[config.mk]
export PLATFORM = sky130hd
export DESIGN_NAME = mux_share_arb
export DESIGN_NICKNAME = d
export VERILOG_FILES = /design/src/rtl/mux_share_arb.sv
export SDC_FILE = /design/constraint.sdc
export NUM_CORES = 1
export LEC_CHECK = 0
export ABC_CLOCK_PERIOD_IN_PS = 2900
export CAP_MARGIN = 10
export CORE_MARGIN = 5
export CORE_UTILIZATION = 57
export CTS_CLUSTER_DIAMETER = 100
export DETAILED_ROUTE_END_ITERATION = 12
export GPL_ROUTABILITY_DRIVEN = 0
export PLACE_DENSITY = 0.81
export SLEW_MARGIN = 0
export SYNTH_ARGS = -nofsm -noshare
export SYNTH_HDL_FRONTEND = slang
export SYNTH_SLANG_ARGS = --single-unit
[constraint.sdc]
create_clock -name clk -period 2.9 [get_ports clk]
set_input_delay 0.58 -clock clk [delete_from_list [all_inputs] [get_ports clk]]
set_output_delay 0.58 -clock clk [all_outputs]
set_load 0.005 [all_outputs]
[src/rtl/mux_share_arb.sv]
`default_nettype none
// ============================================================================
// Module   : mux_share_arb
// Summary  : Two-requester round-robin arbiter driving the select of a shared
//            2:1 mux, with break-before-make and an optional hold limit.
//            Optional grant statistics enabled by MUX_SHARE_ARB_STATS_EN.
// Revision : 1.0 - initial release
// ============================================================================
module mux_share_arb #(
    parameter int MAX_HOLD = 8,
    parameter int HOLD_W   = 8
) (
    input  logic        clk,
    input  logic        rst,
    input  logic        req0,
    input  logic        req1,
    output logic        gnt0,
    output logic        gnt1,
    output logic        S0,
    output logic        busy,
    output logic        expire
`ifdef MUX_SHARE_ARB_STATS_EN
    ,
    output logic [15:0] gnt_cnt0,
    output logic [15:0] gnt_cnt1
`endif
);

    typedef enum logic [1:0] {
        IDLE = 2'd0,
        G0   = 2'd1,
        G1   = 2'd2
    } state_t;

    localparam bit                c_hold_en   = (MAX_HOLD != 0);
    localparam logic [HOLD_W-1:0] c_hold_last = HOLD_W'((MAX_HOLD == 0) ? 0 : MAX_HOLD - 1);
    localparam logic [HOLD_W-1:0] c_hold_sat  = {HOLD_W{1'b1}};

    state_t              r_state;
    logic [HOLD_W-1:0]   r_hold_cnt;
    logic                r_last;
    logic                r_gnt0;
    logic                r_gnt1;
    logic                r_s0;
    logic                r_busy;
    logic                r_expire;

    logic                w_pick0;
    logic                w_pick1;
    logic                w_limit;

    // r_last names the previous owner, so a tie goes to the other side.
    assign w_pick0 = (r_state == IDLE) && req0 && (!req1 || r_last);
    assign w_pick1 = (r_state == IDLE) && req1 && !w_pick0;
    assign w_limit = c_hold_en && (r_hold_cnt == c_hold_last);

    always_ff @(posedge clk) begin
        if (rst) begin
            r_state    <= IDLE;
            r_hold_cnt <= '0;
            r_last     <= 1'b1;
            r_gnt0     <= 1'b0;
            r_gnt1     <= 1'b0;
            r_s0       <= 1'b0;
            r_busy     <= 1'b0;
            r_expire   <= 1'b0;
        end else begin
            case (r_state)
                IDLE: begin
                    r_expire   <= 1'b0;
                    r_hold_cnt <= '0;
                    if (w_pick0) begin
                        r_state <= G0;
                        r_gnt0  <= 1'b1;
                        r_s0    <= 1'b0;
                        r_busy  <= 1'b1;
                    end else if (w_pick1) begin
                        r_state <= G1;
                        r_gnt1  <= 1'b1;
                        r_s0    <= 1'b1;
                        r_busy  <= 1'b1;
                    end
                end
                G0: begin
                    if (!req0 || w_limit) begin
                        // A dropped request wins over the limit: no expire.
                        r_state    <= IDLE;
                        r_gnt0     <= 1'b0;
                        r_busy     <= 1'b0;
                        r_last     <= 1'b0;
                        r_hold_cnt <= '0;
                        r_expire   <= req0;
                    end else if (r_hold_cnt != c_hold_sat) begin
                        r_hold_cnt <= r_hold_cnt + HOLD_W'(1);
                    end
                end
                G1: begin
                    if (!req1 || w_limit) begin
                        r_state    <= IDLE;
                        r_gnt1     <= 1'b0;
                        r_busy     <= 1'b0;
                        r_last     <= 1'b1;
                        r_hold_cnt <= '0;
                        r_expire   <= req1;
                    end else if (r_hold_cnt != c_hold_sat) begin
                        r_hold_cnt <= r_hold_cnt + HOLD_W'(1);
                    end
                end
                default: begin
                    r_state    <= IDLE;
                    r_gnt0     <= 1'b0;
                    r_gnt1     <= 1'b0;
                    r_busy     <= 1'b0;
                    r_expire   <= 1'b0;
                    r_hold_cnt <= '0;
                end
            endcase
        end
    end

    assign gnt0   = r_gnt0;
    assign gnt1   = r_gnt1;
    assign S0     = r_s0;
    assign busy   = r_busy;
    assign expire = r_expire;

`ifdef MUX_SHARE_ARB_STATS_EN
    logic [15:0] r_cnt0;
    logic [15:0] r_cnt1;

    always_ff @(posedge clk) begin
        if (rst) begin
            r_cnt0 <= '0;
            r_cnt1 <= '0;
        end else begin
            if (w_pick0 && (r_cnt0 != 16'hFFFF)) r_cnt0 <= r_cnt0 + 16'd1;
            if (w_pick1 && (r_cnt1 != 16'hFFFF)) r_cnt1 <= r_cnt1 + 16'd1;
        end
    end

    assign gnt_cnt0 = r_cnt0;
    assign gnt_cnt1 = r_cnt1;
`endif

endmodule
`default_nettype wire
==> results_dict.tcl <==
set metrics [dict create \
    status "finished clean" \
    grt_pass1_vias 656 \
    cp_num_buf_inv 1 \
    core_area_mm2 0.00132 \
    grtUsageTotal 0.175 \
    hold_buffers 0 \
    end_kind "register" \
    hold_path.startpoint "S0$_SDFFE_PP0P_" \
    yosys.area.top_type_share 0.400 \
    max_freq_ghz 0.547 \
    holdCritPathClass "register to register" \
    die_w_um 47.5 \
    dr.first_iter.drc_count 21 \
    die_h_um 47.5 \
    avgSynthCellArea_um2 8.80 \
    port_buffers 8 \
    stdcell_area_um2 915 \
    setup_viol 0 \
    p_per_area_mw_per_mm2 481 \
    yosys_warnings 0 \
    first_pass_iters 4 \
    critPathRequiredTime_ns 3.08 \
    drcViolationCount 0 \
    tns_ns 0 \
    syn-cell-area_um2 801 \
    dp_hpwl_um 1150 \
    drive_gt1_frac 0.0792 \
    ctsResizeCount 0 \
    area_delta_synth_final_pct 14.2 \
    synth.distinct_cells 31 \
    clockBufferDepth 2 \
    grt_max_degree 10 \
    grt_overflow 0 \
    die-area_mm2 0.00225 \
    period_minus_slack_ns 1.83 \
    nNetsFinal 111 \
    synth_cells 91 \
    cts_root_buf "clkbuf_4" \
    worstPathCellList "clkdlybuf4s50_1, a22oi_1, a21oi_1, a21oi_1, o221a_2" \
    worstRegToRegCells 5 \
    tightest_slew_ns 0.364 \
    clk_pin_slew_ns 0.09 \
    final_max_slew_viol_count 0 \
    whs_endpoint "S0$_SDFFE_PP0P_" \
    crit_type "primary input to register" \
    grt_pass1_wl_um 2680 \
    relSlewSlack 0.758 \
    boundaryPins 9 \
    rsz0062_at_grt "false" \
    antenna_found_initial 0 \
    final.period_utilization 0.631 \
    yosysMostFrequentCell "dfxtp_1" \
    cap_violations 0 \
    synth-seq-area-share 0.400 \
    cp_data_arrival_time_ns 2.01 \
    rows 13 \
    wl_per_cell_um 12.9 \
    vias 692 \
    synthTopCellsByArea "dfxtp_1 40%, ha_1 6.3%, nor2_1 4.7%" \
    synthFlopType "dfxtp_1" \
    timing.rr.start "r_hold_cnt[0]$_SDFF_PP0_" \
    synth_common_cells "16 x dfxtp_1, 10 x nor2_1, 9 x nand2_1, 6 x inv_1" \
    leakage_nw 0.328 \
    start_kind "primary input" \
    htreeDepth 1 \
    r2r_slack_ns 1.17 \
    synth-edff-count 0 \
    power_mw 0.440 \
    async_flop_share 0 \
    synth-seq-cells 16 \
    wirelength_um 1500 \
    finClkSkew_ns 0.000419 \
    worst_skew_pair.late_latency_ns 0.28 \
    cts_buffers 3 \
    drtAntennaViolNets 0 \
    start_util 0.608 \
    critPathMaxFanout 7 \
    cts_tree "yes" \
    postCtsSetupBuffers 0 \
    crit_top_cell "a21oi_1" \
    place_area_um2 892 \
    yosysTopAreaCell "dfxtp_1" \
    reg2reg_to "gnt1$_SDFFE_PP0P_" \
    diodes 0 \
    hold_path_depth 2 \
    critPathSlowestCell "clkdlybuf4s50_1" \
    cpPeakStageDelay_ns 0.58 \
    synth_fp_nets 99 \
    crit_family "compound AO/OA/AOI/OAI gates" \
    irDropWorstVdd_mv 0.287 \
    hold_violations 0 \
    clock_sinks 16 \
    via_per_inst 5.97 \
]
-- sequential cells by signal, indices dropped and copies added (netlist names) --
signal / cells
gnt0: 1
expire: 1
busy: 1
r_state: 2
gnt1: 1
S0: 1
r_hold_cnt: 8
r_last: 1
-- worst max-delay path by stage --
stage,slack (ns),from,cells after the start,to
floorplan,1.33,r_hold_cnt[0]$_SDFF_PP0_,5,gnt1$_SDFFE_PP0P_
global placement,0.83,req0,5,busy$_SDFFE_PP0P_
detailed placement,0.80,req0,5,busy$_SDFFE_PP0P_
CTS,1.09,req0,5,busy$_SDFFE_PP0P_
global route,0.93,req0,5,r_state[0]$_SDFFE_PP0P_
finish,1.07,req0,5,busy$_SDFFE_PP0P_
-- per-layer routing --
| metal | share of wire | GRT usage | vias to the layer above |
|---|---|---|---|
| met5 | 0 | 0 | - |
| met4 | 0.033 | 0.127 | 0 |
| met3 | 0.049 | 0.0451 | 6 |
| met2 | 0.47 | 0.278 | 19 |
| met1 | 0.45 | 0.201 | 311 |
| li1 | - | - | 356 |
-- where the power goes --
group | internal (mW) | switching, mW | total, mW
clock | 0.0482 | 0.0644 | 0.113
combinational | 0.0446 | 0.0414 | 0.0860
sequential | 0.233 | 0.00843 | 0.242
total | 0.326 | 0.114 | 0.440
-- cells in the final DEF (no fill, tap or decap), types with 3 or more instances in the layout --
| cell type | synthesis | routed |
|---|---|---|
| ha_1 | 4 | 4 |
| mux2i_1 | 3 | 3 |
| nand3_1 | 5 | 5 |
| dfxtp_1 | 16 | 16 |
| nor2_1 | 10 | 10 |
| nand2_1 | 9 | 9 |
| clkdlybuf4s50_1 | 0 | 8 |
| nor3_1 | 4 | 4 |
| inv_1 | 6 | 6 |
| a21oi_1 | 5 | 5 |
| clkbuf_4 | 0 | 3 |
-- final cells by class --
class / count / area (um^2)
inverter: 6 / 22.5
timing repair buffer: 8 / 80.1
sequential: 16 / 320
tap: 15 / 18.8
fill: 98 / 403
clock buffer: 3 / 22.5
multi-input combinational: 68 / 450
-- per-stage QoR --
stage | worst slack, ns | hold WS [ns] | std cells | util
2_1_floorplan | 1.33 | 0.446 | 91 | -
3_3_place_gp | 0.834 | 0.445 | 113 | 0.677
3_5_place_dp | 0.797 | 0.448 | 113 | 0.677
4_1_cts | 1.09 | 0.460 | 116 | 0.694
5_1_grt | 0.930 | 0.472 | 116 | 0.694
6_report | 1.07 | 0.455 | 116 | 0.694
-- worst reg2reg max path: stages (launching register included) --
cell and delay, ns:
dfxtp_1 0.37, ha_1 0.25, and4bb_1 0.26, nand2_2 0.12
a2111o_1 0.44, a211oi_1 0.21
-- cell families (layout without fill, tap and decap cells) --
| group | after synthesis | after routing | share of synthesized area |
|---|---|---|---|
| AOI/OAI and AO/OA | 21 | 21 | 0.189 |
| xor gates and xnor gates | 2 | 2 | 0.0219 |
| adders and majority gates | 4 | 4 | 0.0625 |
| buffers and inverters | 7 | 17 | 0.0375 |
| DFF | 16 | 16 | 0.400 |
| muxes | 3 | 3 | 0.0375 |
| and+or+nand+nor | 38 | 38 | 0.252 |
Power figures use the tool's default switching activity.
